===== src/rtl/enclave_pkg.sv =====
// Shared types and field/bit positions for the enclave command front end.
// Instruction layout and status register map are defined here once.
package enclave_pkg;

   typedef enum logic [1:0] {
      OP_ENC = 2'b00,
      OP_DEC = 2'b01,
      OP_ADD = 2'b10,
      OP_MUL = 2'b11
   } op_e;

   typedef enum logic [1:0] {
      IDLE  = 2'd0,
      ISSUE = 2'd1,
      WAIT  = 2'd2
   } state_e;

   localparam int OP_LSB    = 0;
   localparam int OP_W      = 2;
   localparam int SRC0_LSB  = 2;
   localparam int SRC1_LSB  = 11;
   localparam int DST_LSB   = 20;
   localparam int START_BIT = 31;
   localparam int ENTRY_W   = 29;

   localparam int ST_BUSY     = 0;
   localparam int ST_EMPTY    = 1;
   localparam int ST_FULL     = 2;
   localparam int ST_OVF      = 3;
   localparam int ST_CNT_LSB  = 4;
   localparam int ST_CNT_W    = 3;
   localparam int ST_DONE_LSB = 8;
   localparam int ST_DONE_W   = 8;

endpackage


===== src/rtl/enclave_cmd_dispatch_if.sv =====
// Wishbone slave bus plus the command handshake towards the compute core.
// slave = dispatcher view, master = SoC/core view.
interface enclave_cmd_dispatch_if #(
   parameter int ADDR_WIDTH = 9
);
   logic                  wbs_stb_i;
   logic                  wbs_cyc_i;
   logic                  wbs_we_i;
   logic [3:0]            wbs_sel_i;
   logic [31:0]           wbs_adr_i;
   logic [31:0]           wbs_dat_i;
   logic                  wbs_ack_o;
   logic [31:0]           wbs_dat_o;
   logic                  cmd_valid_o;
   logic                  cmd_ready_i;
   logic [1:0]            cmd_op_o;
   logic [ADDR_WIDTH-1:0] cmd_src0_o;
   logic [ADDR_WIDTH-1:0] cmd_src1_o;
   logic [ADDR_WIDTH-1:0] cmd_dst_o;
   logic                  core_done_i;
   logic                  busy_o;
   logic                  irq_o;

   modport slave (
      input  wbs_stb_i, wbs_cyc_i, wbs_we_i, wbs_sel_i, wbs_adr_i, wbs_dat_i,
      input  cmd_ready_i, core_done_i,
      output wbs_ack_o, wbs_dat_o, cmd_valid_o, cmd_op_o, cmd_src0_o,
      output cmd_src1_o, cmd_dst_o, busy_o, irq_o
   );

   modport master (
      output wbs_stb_i, wbs_cyc_i, wbs_we_i, wbs_sel_i, wbs_adr_i, wbs_dat_i,
      output cmd_ready_i, core_done_i,
      input  wbs_ack_o, wbs_dat_o, cmd_valid_o, cmd_op_o, cmd_src0_o,
      input  cmd_src1_o, cmd_dst_o, busy_o, irq_o
   );

endinterface


===== src/rtl/enclave_cmd_fifo.sv =====
// Synchronous instruction FIFO; head is presented combinationally on dout.
// A push into a full FIFO is accepted only when a pop happens on the same edge.
module enclave_cmd_fifo #(
   parameter int WIDTH = 29,
   parameter int DEPTH = 4
) (
   input  logic                     clk,
   input  logic                     rst_n,
   input  logic                     push,
   input  logic                     pop,
   input  logic [WIDTH-1:0]         din,
   output logic [WIDTH-1:0]         dout,
   output logic                     full,
   output logic                     empty,
   output logic [$clog2(DEPTH):0]   count
);
   localparam int PTR_W = $clog2(DEPTH);
   localparam int CNT_W = PTR_W + 1;

   logic [WIDTH-1:0] mem [DEPTH];
   logic [PTR_W-1:0] wr_ptr, rd_ptr;
   logic             do_push, do_pop;

   assign full    = (count == CNT_W'(DEPTH));
   assign empty   = (count == '0);
   assign do_pop  = pop & ~empty;
   assign do_push = push & (~full | do_pop);
   assign dout    = mem[rd_ptr];

   always_ff @(posedge clk) begin
      if (do_push) mem[wr_ptr] <= din;
   end

   always_ff @(posedge clk or negedge rst_n) begin
      if (!rst_n) begin
         wr_ptr <= '0;
         rd_ptr <= '0;
         count  <= '0;
      end else begin
         if (do_push) wr_ptr <= wr_ptr + 1'b1;
         if (do_pop)  rd_ptr <= rd_ptr + 1'b1;
         if (do_push && !do_pop)      count <= count + 1'b1;
         else if (do_pop && !do_push) count <= count - 1'b1;
      end
   end

endmodule


===== src/rtl/enclave_cmd_dispatch.sv =====
// Wishbone command front end: decodes instruction writes, queues them and
// issues one command at a time to the compute core, counting completions.
//   state | meaning
//   IDLE  | nothing in flight; pops the FIFO head as soon as one exists
//   ISSUE | cmd_valid_o high, payload held until the core takes it
//   WAIT  | command accepted, waiting for the core_done_i pulse
module enclave_cmd_dispatch
   import enclave_pkg::*;
#(
   parameter int          ADDR_WIDTH  = 9,
   parameter logic [31:0] OPCODE_ADDR = 32'h3000_0000,
   parameter logic [31:0] STATUS_ADDR = 32'h3000_0800,
   parameter int          FIFO_DEPTH  = 4
) (
   input  logic                  wb_clk_i,
   input  logic                  wb_rst_n,
   enclave_cmd_dispatch_if.slave bus
);
   localparam int CNT_W = $clog2(FIFO_DEPTH) + 1;

   state_e                 state, state_d;
   logic                   ack_q, armed, overflow, irq_q;
   logic [31:0]            dat_q, last_word, status, rd_data;
   logic [ST_DONE_W-1:0]   done_cnt;
   op_e                    cmd_op;
   logic [ADDR_WIDTH-1:0]  cmd_src0, cmd_src1, cmd_dst;

   logic                   wb_req, op_hit, st_hit, ack_rise, op_wr_cyc;
   logic                   enq_req, push, drop, pop, ovf_clr, done_evt;
   logic                   full, empty;
   logic [CNT_W-1:0]       count;
   logic [ENTRY_W-1:0]     head;

   assign wb_req    = bus.wbs_stb_i & bus.wbs_cyc_i;
   assign op_hit    = (bus.wbs_adr_i == OPCODE_ADDR);
   assign st_hit    = (bus.wbs_adr_i == STATUS_ADDR);
   assign ack_rise  = wb_req & (op_hit | st_hit) & ~ack_q;
   assign op_wr_cyc = wb_req & bus.wbs_we_i & op_hit;

   // armed only re-arms once the write goes away, so a held strobe pushes once
   assign enq_req  = ack_rise & op_wr_cyc & (bus.wbs_sel_i == 4'hF)
                   & bus.wbs_dat_i[START_BIT] & armed;
   assign push     = enq_req & (~full | pop);
   assign drop     = enq_req & full & ~pop;
   assign ovf_clr  = ack_rise & st_hit & bus.wbs_we_i & bus.wbs_dat_i[ST_OVF];
   assign done_evt = (state == WAIT) & bus.core_done_i;

   enclave_cmd_fifo #(
      .WIDTH (ENTRY_W),
      .DEPTH (FIFO_DEPTH)
   ) u_fifo (
      .clk   (wb_clk_i),
      .rst_n (wb_rst_n),
      .push  (push),
      .pop   (pop),
      .din   (bus.wbs_dat_i[ENTRY_W-1:0]),
      .dout  (head),
      .full  (full),
      .empty (empty),
      .count (count)
   );

   always_comb begin
      state_d = state;
      pop     = 1'b0;
      case (state)
         IDLE: begin
            if (!empty) begin
               pop     = 1'b1;
               state_d = ISSUE;
            end
         end
         ISSUE: if (bus.cmd_ready_i) state_d = WAIT;
         WAIT:  if (bus.core_done_i) state_d = IDLE;
         default: state_d = IDLE;
      endcase
   end

   always_comb begin
      status                                = '0;
      status[ST_BUSY]                       = (state != IDLE);
      status[ST_EMPTY]                      = empty;
      status[ST_FULL]                       = full;
      status[ST_OVF]                        = overflow;
      status[ST_CNT_LSB +: ST_CNT_W]        = ST_CNT_W'(count);
      status[ST_DONE_LSB +: ST_DONE_W]      = done_cnt;
   end

   assign rd_data = op_hit ? last_word : status;

   always_ff @(posedge wb_clk_i or negedge wb_rst_n) begin
      if (!wb_rst_n) begin
         ack_q     <= 1'b0;
         dat_q     <= '0;
         armed     <= 1'b1;
         overflow  <= 1'b0;
         last_word <= '0;
      end else begin
         ack_q <= ack_rise;
         dat_q <= (ack_rise & ~bus.wbs_we_i) ? rd_data : '0;
         if (enq_req)         armed <= 1'b0;
         else if (!op_wr_cyc) armed <= 1'b1;
         if (drop)            overflow <= 1'b1;
         else if (ovf_clr)    overflow <= 1'b0;
         if (push)            last_word <= bus.wbs_dat_i;
      end
   end

   always_ff @(posedge wb_clk_i or negedge wb_rst_n) begin
      if (!wb_rst_n) begin
         state    <= IDLE;
         cmd_op   <= OP_ENC;
         cmd_src0 <= '0;
         cmd_src1 <= '0;
         cmd_dst  <= '0;
         irq_q    <= 1'b0;
         done_cnt <= '0;
      end else begin
         state <= state_d;
         if (pop) begin
            cmd_op   <= op_e'(head[OP_LSB +: OP_W]);
            cmd_src0 <= head[SRC0_LSB +: ADDR_WIDTH];
            cmd_src1 <= head[SRC1_LSB +: ADDR_WIDTH];
            cmd_dst  <= head[DST_LSB +: ADDR_WIDTH];
         end
         irq_q <= done_evt;
         if (done_evt) done_cnt <= done_cnt + 1'b1;
      end
   end

   assign bus.wbs_ack_o   = ack_q;
   assign bus.wbs_dat_o   = dat_q;
   assign bus.cmd_valid_o = (state == ISSUE);
   assign bus.cmd_op_o    = cmd_op;
   assign bus.cmd_src0_o  = cmd_src0;
   assign bus.cmd_src1_o  = cmd_src1;
   assign bus.cmd_dst_o   = cmd_dst;
   assign bus.busy_o      = (state != IDLE);
   assign bus.irq_o       = irq_q;

endmodule


===== src/flat_wrapper.sv =====
// flat-port wrapper written by rule: the top's interface ports become plain ports
module enclave_cmd_dispatch_flat import enclave_pkg::*;
#(
   parameter int          ADDR_WIDTH  = 9,
   parameter logic [31:0] OPCODE_ADDR = 32'h3000_0000,
   parameter logic [31:0] STATUS_ADDR = 32'h3000_0800,
   parameter int          FIFO_DEPTH  = 4
)
  (wb_clk_i, wb_rst_n, bus_wbs_stb_i, bus_wbs_cyc_i, bus_wbs_we_i, bus_wbs_sel_i, bus_wbs_adr_i, bus_wbs_dat_i, bus_cmd_ready_i, bus_core_done_i, bus_wbs_ack_o, bus_wbs_dat_o, bus_cmd_valid_o, bus_cmd_op_o, bus_cmd_src0_o, bus_cmd_src1_o, bus_cmd_dst_o, bus_busy_o, bus_irq_o);
  enclave_cmd_dispatch_if #(.ADDR_WIDTH(ADDR_WIDTH)) bus_i ();
  input  logic wb_clk_i;
  input  logic wb_rst_n;
  input wire logic [$bits(bus_i.wbs_stb_i)-1:0] bus_wbs_stb_i;
  input wire logic [$bits(bus_i.wbs_cyc_i)-1:0] bus_wbs_cyc_i;
  input wire logic [$bits(bus_i.wbs_we_i)-1:0] bus_wbs_we_i;
  input wire logic [$bits(bus_i.wbs_sel_i)-1:0] bus_wbs_sel_i;
  input wire logic [$bits(bus_i.wbs_adr_i)-1:0] bus_wbs_adr_i;
  input wire logic [$bits(bus_i.wbs_dat_i)-1:0] bus_wbs_dat_i;
  input wire logic [$bits(bus_i.cmd_ready_i)-1:0] bus_cmd_ready_i;
  input wire logic [$bits(bus_i.core_done_i)-1:0] bus_core_done_i;
  output wire logic [$bits(bus_i.wbs_ack_o)-1:0] bus_wbs_ack_o;
  output wire logic [$bits(bus_i.wbs_dat_o)-1:0] bus_wbs_dat_o;
  output wire logic [$bits(bus_i.cmd_valid_o)-1:0] bus_cmd_valid_o;
  output wire logic [$bits(bus_i.cmd_op_o)-1:0] bus_cmd_op_o;
  output wire logic [$bits(bus_i.cmd_src0_o)-1:0] bus_cmd_src0_o;
  output wire logic [$bits(bus_i.cmd_src1_o)-1:0] bus_cmd_src1_o;
  output wire logic [$bits(bus_i.cmd_dst_o)-1:0] bus_cmd_dst_o;
  output wire logic [$bits(bus_i.busy_o)-1:0] bus_busy_o;
  output wire logic [$bits(bus_i.irq_o)-1:0] bus_irq_o;
  assign bus_i.wbs_stb_i = bus_wbs_stb_i;
  assign bus_i.wbs_cyc_i = bus_wbs_cyc_i;
  assign bus_i.wbs_we_i = bus_wbs_we_i;
  assign bus_i.wbs_sel_i = bus_wbs_sel_i;
  assign bus_i.wbs_adr_i = bus_wbs_adr_i;
  assign bus_i.wbs_dat_i = bus_wbs_dat_i;
  assign bus_i.cmd_ready_i = bus_cmd_ready_i;
  assign bus_i.core_done_i = bus_core_done_i;
  assign bus_wbs_ack_o = bus_i.wbs_ack_o;
  assign bus_wbs_dat_o = bus_i.wbs_dat_o;
  assign bus_cmd_valid_o = bus_i.cmd_valid_o;
  assign bus_cmd_op_o = bus_i.cmd_op_o;
  assign bus_cmd_src0_o = bus_i.cmd_src0_o;
  assign bus_cmd_src1_o = bus_i.cmd_src1_o;
  assign bus_cmd_dst_o = bus_i.cmd_dst_o;
  assign bus_busy_o = bus_i.busy_o;
  assign bus_irq_o = bus_i.irq_o;
  enclave_cmd_dispatch #(.ADDR_WIDTH(ADDR_WIDTH), .OPCODE_ADDR(OPCODE_ADDR), .STATUS_ADDR(STATUS_ADDR), .FIFO_DEPTH(FIFO_DEPTH)) u_core (.wb_clk_i(wb_clk_i), .wb_rst_n(wb_rst_n), .bus(bus_i));
endmodule

===== config.mk =====
export PLATFORM = sky130hd
export DESIGN_NAME = enclave_cmd_dispatch_flat
export DESIGN_NICKNAME = d
export VERILOG_FILES = /design/src/rtl/enclave_pkg.sv /design/src/rtl/enclave_cmd_dispatch_if.sv /design/src/rtl/enclave_cmd_fifo.sv /design/src/rtl/enclave_cmd_dispatch.sv /design/src/flat_wrapper.sv
export SDC_FILE = /design/constraint.sdc
export NUM_CORES = 1
export LEC_CHECK = 0
export CORE_UTILIZATION = 37
export DETAILED_ROUTE_END_ITERATION = 6
export HOLD_SLACK_MARGIN = 0.08
export PLACE_DENSITY = 0.68
export SLEW_MARGIN = 30
export SYNTH_ARGS = -nofsm -noshare
export SYNTH_HDL_FRONTEND = slang
export SYNTH_SLANG_ARGS = --single-unit

===== constraint.sdc =====
create_clock -name wb_clk_i -period 3.7 [get_ports wb_clk_i]
set_clock_uncertainty 0.15 [all_clocks]
set_input_delay 0.74 -clock wb_clk_i [delete_from_list [all_inputs] [get_ports wb_clk_i]]
set_output_delay 0.74 -clock wb_clk_i [all_outputs]
set_load 0.05 [all_outputs]

==> Word-level counts from Yosys, hierarchy flattened <==
Memories as Yosys holds them, arrays and structs flattened. A register that Yosys moved wholly into a read port is not among the register bits.
Index checks and enable logic that the tools add are counted.
{ "classes": {"n_lt_le_gt_ge": 0, "n_shift": 0, "n_mux": 16, "mul": 0, "addsub": 5, "n_div": 0, "n_eq_ne": 10, "reduce_logical": 11, "bitwise_logic": 27} }
{ "ops": {"columns": ["op", "count"], "rows": [
  ["$eq 32x30->1 const B", 2],
  ["$mux 32", 2],
  ["$and 1x1->1", 19],
  ["$add 8x1->8 const B", 1],
  ["$mux 1", 8],
  ["$ne 2x2->1 const B", 4],
  ["$mux 2", 3],
  ["$mux 3", 2],
  ["$pmux 2 s3", 1],
  ["$reduce_bool 2->1", 3],
  ["$not 1->1", 5],
  ["$add 2x1->2 const B", 2],
  ["$eq 4x4->1 const B", 1],
  ["$add 3x1->3 const B", 1],
  ["$eq 3x3->1 const B", 1],
  ["$logic_not 1->1", 3],
  ["$logic_not 3->1", 1],
  ["$or 1x1->1", 3],
  ["$reduce_and 3->1", 1],
  ["$sub 3x1->3 const B", 1],
  ["$eq 2x1->1 const B", 1],
  ["$eq 2x2->1 const B", 1],
  ["$logic_and 1x1->1", 2],
  ["$logic_not 2->1", 1]
]} }
{ "word_totals": {"mem_count": 1, "word_cells": 81, "mem_bits_rw": 116, "reg_bits": 85, "output_inout_bits": 65, "romBits": 0, "latchBits": 0, "input_bits": 75} }
{ "mem_list": {"columns": ["memory", "depth", "width", "read_ports", "rd_ports_with_merged_regs", "wr", "line", "source"], "rows": [
  ["u_core.u_fifo.mem", 4, 29, 1, 1, 1, "enclave_cmd_fifo.sv:20", "logic [WIDTH-1:0] mem [DEPTH];"]
]} }

==> Depth between registers and ports, before layout <==
{ "logic_depth": {"ltp_word": 14, "mapped_depth": 10} }

==> By module <==
A second synthesis with hierarchy kept.
{ "unflattened": {"hier_cells": 474, "hier_area_um2": 8826.0} }
{ "by_module_without_submodules": {"columns": ["mod", "cells_per_inst", "seq_area_each_um2", "area_per_inst_um2", "instances"], "rows": [
  ["enclave_cmd_fifo", 186, 3658.5, 4624.4, 1],
  ["enclave_cmd_dispatch", 288, 2678.8, 4201.5, 1]
]} }

==> Worst setup path after synthesis <==
OpenSTA, ideal clock, no wires.
{ "synth_path": {"path_kind": "input-to-reg", "startpoint": "input bus_wbs_adr_i[18]", "endpoint": "memory u_core.u_fifo.mem[0][0], enable pin", "slack_ns": 0.621, "n_path_buf": 0, "arrival_time_ns": 2.540, "stages": 4, "cell_sequence": "nor4_2 nand4_2 nor4_1 and2_1"} }
{ "synth_via": {"elab_chain_cells": 12, "word_cells_on_any_way": 14, "cone_classes": "eq/ne: 2; mux: 2; bitwise: 10"} }
{ "synth_lines": {"columns": ["item", "line", "source"], "rows": [
  ["from (decl)", "flat_wrapper.sv:17", "input wire logic [$bits(bus_i.wbs_adr_i)-1:0] bus_wbs_adr_i;"],
  ["$eq 32x30->1, on equally long branches", "enclave_cmd_dispatch.sv:35, enclave_cmd_dispatch.sv:36", null],
  ["$or 1x1->1", "enclave_cmd_dispatch.sv:37", "assign ack_rise = wb_req & (op_hit | st_hit) & ~ack_q;"],
  ["$and 1x1->1 (2 in a row)", "enclave_cmd_dispatch.sv:37", null],
  ["$and 1x1->1 (*) (2 in a row)", "enclave_cmd_dispatch.sv:41", "assign enq_req = ack_rise & op_wr_cyc & (bus.wbs_sel_i == 4'hF)"],
  ["$and 1x1->1 (*) (2 in a row)", "enclave_cmd_dispatch.sv:42", "& bus.wbs_dat_i[START_BIT] & armed;"],
  ["$and 1x1->1 (*)", "enclave_cmd_dispatch.sv:43", "assign push = enq_req & (~full | pop);"],
  ["$and 1x1->1 (*)", "enclave_cmd_fifo.sv:27", "assign do_push = push & (~full | do_pop);"],
  ["via u_core.u_fifo.do_push", "enclave_cmd_fifo.sv:22", "logic do_push, do_pop;"],
  ["$mux 1 (*)", "enclave_cmd_fifo.sv:31", "if (do_push) mem[wr_ptr] <= din;"],
  ["$mux 1 (not written as such) (*)", "enclave_cmd_fifo.sv:31", null],
  ["to (decl)", "enclave_cmd_fifo.sv:20", null]
]} }
Mark *: on every way through the listed nets, which the timed path passes. The rest lies on a longest branch.

==> Worst setup path after layout <==
{ "layout_path": {"startpoint": "input bus_wbs_adr_i[13]", "endpoint": "register u_core.u_fifo.count[2]"} }
{ "layout_via": {"elab_chain_cells": 13, "word_cells_on_any_way": 17, "cone_classes": "eq/ne: 2; mux: 1; bitwise: 10; reduce/logical: 4"} }
{ "layout_lines": {"columns": ["item", "line", "source"], "rows": [
  ["$eq 32x30->1, on equally long branches", "enclave_cmd_dispatch.sv:35, enclave_cmd_dispatch.sv:36", null],
  ["$or 1x1->1", "enclave_cmd_dispatch.sv:37", null],
  ["$and 1x1->1 (2 in a row)", "enclave_cmd_dispatch.sv:37", null],
  ["$and 1x1->1 (*) (2 in a row)", "enclave_cmd_dispatch.sv:41", null],
  ["$and 1x1->1 (*) (2 in a row)", "enclave_cmd_dispatch.sv:42", null],
  ["$and 1x1->1 (*)", "enclave_cmd_dispatch.sv:43", null],
  ["$and 1x1->1 (*)", "enclave_cmd_fifo.sv:27", null],
  ["via u_core.u_fifo.do_push", "enclave_cmd_fifo.sv:22", null],
  ["$logic_not 1->1", "enclave_cmd_fifo.sv:43", "else if (do_pop && !do_push) count <= count - 1'b1;"],
  ["$logic_and 1x1->1", "enclave_cmd_fifo.sv:43", null],
  ["$reduce_bool 2->1 (no source line)", null, null],
  ["to (signal assigned)", "enclave_cmd_fifo.sv:42", "if (do_push && !do_pop) count <= count + 1'b1;"],
  ["to (signal assigned)", "enclave_cmd_fifo.sv:43", null],
  ["to (decl)", "enclave_cmd_fifo.sv:15", "output logic [$clog2(DEPTH):0] count"]
]} }
Marks and branches as above.
A chain may end at the register's enable or synchronous reset.

==> results by stage <==
Timing:
- At the pin with the least slew margin, the transition time is 0.7984 ns.
- The minimum period implied by the final worst setup slack is 3.081 ns.
- The upper clock frequency limit is 0.3245 GHz.
- The hold violation count in the final report is 0.
- Setup repair after global routing left no endpoint under its margin.
- Setup violations remaining at the end of the flow were counted as 0.
- On the final layout, the worst hold slack is between 0.1 and 0.15 ns.
- Of the available clock period, the critical path in the final layout requires 0.8328.
- The max-slew violation count is 0.
- Headroom to the max-slew limit came out at 0.4677.
- The post-route setup TNS is 0 ns.

Logic synthesis:
- The number of nets handed over by synthesis was 552.
- Of all flip-flops after synthesis, the portion carrying an async set or reset was 0.4957.
- The count of distinct cell types in the synthesized netlist is 45.
- In this run the mean area of a mapped cell was around 19 um2.
- The synthesized area is 8882 um2.
- The main flop type after synthesis is sky130_fd_sc_hd__edfxtp_1.
- Synthesis inferred 230 register bits.
- Counting flops with a built-in enable in the synthesized netlist gives 116.
- The fraction of the yosys area taken by sequential cells is 0.7135.
- The count of synthesis-stage warnings from yosys is 0.
- Counting every instance in the synthesized netlist gives 470.

Finish:
- Across the whole layout, storage elements account for about 6300 um2.
- The share of final-layout standard cells stronger than drive strength 1 is 0.2546.
- The number of antenna diodes in the final layout is 0.
- The relative area change from synthesis to final layout is 30.02%.
- The number of fill cells is 1985.
- The finished cells cover 11550 um2.
- Summing all multi-input logic gate instances after layout gives 2440 um2.
- At the end of the flow, the number of nets in the layout was between 700 and 800.

Critical path:
- The kind of cell with the highest combined delay along the critical path is simple AND/OR/NAND/NOR gates.
- STA classifies the critical path startpoint as a primary input.
- The number of buffers and inverters on the critical path is 2.
- Among the stages of the critical path, the cell type that occurs most often is sky130_fd_sc_hd__xor2_1.
- The peak fanout along the critical path is 7.
- The worst setup path is captured at a flop.
- The setup path with the least slack is of type primary input to flop.
- The largest stage delay on the critical path is 0.49 ns.
- The required time reported for the critical path endpoint is 3.97 ns.
- The largest individual stage delay along the critical path comes from the cell sky130_fd_sc_hd__nor4_1.
- STA puts the critical path data arrival time at 3.35 ns.
- Traced cell by cell, the critical path runs through clkdlybuf4s50_1 > nor4_4 > nand4_4 > nor4_1 > ha_1 > inv_1 > fa_1 > xor2_1 > nor2_1 > xor2_1.

GRT:
- Entering global routing, the biggest net connects 70 pins.
- The initial antenna violation count came to 0.
- The final global-route overflow total is 0.
- The first global-routing pass estimated ~28000 um of wire.
- The via count of the first global-routing pass came to 5227.
- The total global-route track usage is 0.1519.

CTS:
- For this design, the sink count on the clock tree is 230.
- The post-cts gate resize count is 0.
- The post-CTS setup repair buffer count is 0.
- TritonCTS built the clock tree.
- The depth of the CTS H-tree is 1.
- The root buffer cell is sky130_fd_sc_hd__clkbuf_16.
- Clock-pin slew was measured on the worst setup and hold paths at approximately 0.06 ns.
- The number of buffers created by CTS is 23.
- The maximum buffer depth of the clock tree is 3.
- The quantity of hold-fixing buffers added after cts is 0.
- The clock latency on the worst-skew pair is 0.50 ns.

Placed design:
- Once detailed placement completed, the half-perimeter wirelength came to around 11000 um.
- The last weighted congestion value of the routability-driven placer is between 0.7 and 0.8.
- Once placement finished, the instance area stood at 10760 um2.
- The port buffer count is between 100 and 150.

Routing:
- For this block, the initial DRC count from the detailed router was 174.
- The first-pass iteration count of the detailed router is 4.
- The sum of routed wire length over all layers is about 18000 um.
- The via count is 4660.
- The average wire per cell in the routed design is 18.42 um.
- The vias per cell is 4.799.
- The count of nets left with antenna violations once routing finished came out at 0.
- After detailed routing, the number of remaining DRC violations is 0.

Worst hold path:
- The class of the tightest hold or removal check is primary input to asynchronous set/reset pin.

Die:
- The initial core utilization is 0.3773.
- The x dimension of the die is 156.9 um.
- The die outline height is around 160 um.
- During I/O placement, the number of pins put on the boundary was 140.
- The die outline area is roughly 25000 um2.
- In this run the standard cell core region covers between 20000 and 25000 um2.
- Row generation in the floorplan step produced 56 rows.

Power:
- Across the VDD grid, the largest voltage drop is approximately 290 uV.
- The ratio of total power to cell area is 673.7 nW/um2.
- The static leakage power is 0.004476 uW.

Outcome:
- The flow ran to the end, and the final reports show no timing, DRC or antenna violations.

Job:
- The tool flagged a number of max-cap violations equal to 0.
[path summary, 6_finish.rpt]
| check | startpoint | end | slack, ns | depth (start not counted) |
|---|---|---|---|---|
| worst max-delay path | bus_wbs_adr_i[13] | u_core.u_fifo.count[2]$_DFFE_PN0P_ | 0.62 | 10 |
| worst min-delay path | wb_rst_n | u_core.bus.cmd_dst_o[6]$_DFFE_PN0P_ | 0.12 | 1 |
| worst max register to register | u_core.armed$_DFFE_PN1P_ | u_core.u_fifo.count[2]$_DFFE_PN0P_ | 1.08 | 9 |
| worst min register to register | u_core.last_word[31]$_DFFE_PN0P_ | u_core.last_word[31]$_DFFE_PN0P_ | 0.33 | 1 |
| max in group asynchronous | wb_rst_n | u_core.last_word[7]$_DFFE_PN0P_ | 2.58 | 2 |
| min in group wb_clk_i | u_core.last_word[31]$_DFFE_PN0P_ | u_core.last_word[31]$_DFFE_PN0P_ | 0.33 | 1 |
[report_power, final]
group          internal, uW  switching, uW
Sequential             2930            238
Combinational          1010           1210
Clock                  1450            941
Total                  5390           2390
[layout by cell type (no fill, tap or decap), types with 9 or more instances in the layout]
cell type,Yosys,final
sky130_fd_sc_hd__nor2_1,19,19
sky130_fd_sc_hd__xnor2_1,9,9
sky130_fd_sc_hd__clkbuf_16,0,23
sky130_fd_sc_hd__buf_4,0,19
sky130_fd_sc_hd__dfrtp_1,113,111
sky130_fd_sc_hd__clkdlybuf4s50_1,0,138
sky130_fd_sc_hd__mux2i_1,13,13
sky130_fd_sc_hd__mux2_2,36,36
sky130_fd_sc_hd__and2_1,21,17
sky130_fd_sc_hd__mux4_2,29,29
sky130_fd_sc_hd__edfxtp_1,116,116
sky130_fd_sc_hd__mux2_4,20,20
[synth_stat cells, types with 2 or more instances]
library cell,count,share of area
sky130_fd_sc_hd__buf_2,3,0.0017
sky130_fd_sc_hd__mux2_1,8,0.010
sky130_fd_sc_hd__nand2b_1,2,0.0014
sky130_fd_sc_hd__nor4_4,5,0.012
sky130_fd_sc_hd__and2_1,21,0.015
sky130_fd_sc_hd__nor2_1,19,0.0080
sky130_fd_sc_hd__nand4_1,2,0.0014
sky130_fd_sc_hd__mux2i_1,13,0.015
sky130_fd_sc_hd__mux2_2,36,0.046
sky130_fd_sc_hd__nor3_1,4,0.0023
sky130_fd_sc_hd__xnor2_1,9,0.0089
sky130_fd_sc_hd__and4_1,2,0.0020
sky130_fd_sc_hd__nand3_1,6,0.0034
sky130_fd_sc_hd__dfrtp_1,113,0.32
sky130_fd_sc_hd__buf_1,4,0.0017
sky130_fd_sc_hd__clkbuf_1,8,0.0034
sky130_fd_sc_hd__ha_1,6,0.0085
sky130_fd_sc_hd__xor2_1,4,0.0039
sky130_fd_sc_hd__inv_1,8,0.0034
sky130_fd_sc_hd__nand2_1,3,0.0013
sky130_fd_sc_hd__edfxtp_1,116,0.39
sky130_fd_sc_hd__or4_1,2,0.0017
sky130_fd_sc_hd__nor4_2,3,0.0042
sky130_fd_sc_hd__o21ai_0,2,0.0011
sky130_fd_sc_hd__mux2_4,20,0.034
sky130_fd_sc_hd__mux4_2,29,0.074
sky130_fd_sc_hd__and3b_1,2,0.0020
sky130_fd_sc_hd__buf_6,3,0.0038
[layout make-up]
class / instances / share of cell area
Clock buffer: 30 / 0.05645
Clock inverter: 11 / 0.01148
Inverter: 8 / 0.002600
Multi-Input combinational cell: 214 / 0.2113
Sequential cell: 230 / 0.5490
Tap cell: 319 / 0.03456
Timing Repair Buffer: 159 / 0.1347
[per-stage QoR]
step	instances	util	setup slack [ns]	power, uW
detailed placement	930	0.4571	0.09811	5485
CTS	971	0.4904	0.6246	7891
floorplan	470	-	0.6210	4709
finish	971	0.4905	0.6187	7780
global route	971	0.4905	0.4557	8124
global placement	930	0.4571	0.2091	5433
[flip-flops by register name, indices dropped and copies added, names as in the netlist]
signal / cells
u_core.u_fifo.mem: 116
u_core.bus.wbs_dat_o: 32
u_core.last_word: 32
u_core.bus.cmd_dst_o: 9
u_core.bus.cmd_src0_o: 9
u_core.bus.cmd_src1_o: 9
u_core.done_cnt: 8
u_core.u_fifo.count: 3
u_core.bus.cmd_op_o: 2
u_core.state: 2
u_core.u_fifo.rd_ptr: 2
u_core.u_fifo.wr_ptr: 2
u_core.armed: 1
u_core.bus.irq_o: 1
u_core.bus.wbs_ack_o: 1
u_core.overflow: 1
[per-layer routing]
metal | vias to the layer above | track usage | wire (um)
li1 | 2103 | - | -
met1 | 2404 | 0.1915 | 7623
met2 | 137 | 0.2669 | 9028
met3 | 16 | 0.03442 | 1030
met4 | 0 | 0.03175 | 206
met5 | - | 0 | 0
[logic make-up (layout without fill, tap and decap cells)]
logic type / count (synthesis) / after routing / share of synthesized area
adder cells (fa/ha/maj): 7 / 7 / 0.01071
AO/OA/AOI/OAI: 7 / 7 / 0.005636
XOR/XNOR: 13 / 13 / 0.01282
AND/OR/NAND/NOR: 81 / 81 / 0.06565
flip-flops: 230 / 230 / 0.7135
multiplexers: 106 / 106 / 0.1778
buffers and inverters: 26 / 208 / 0.01394
No activity file was read; power rests on OpenSTA's default activity.
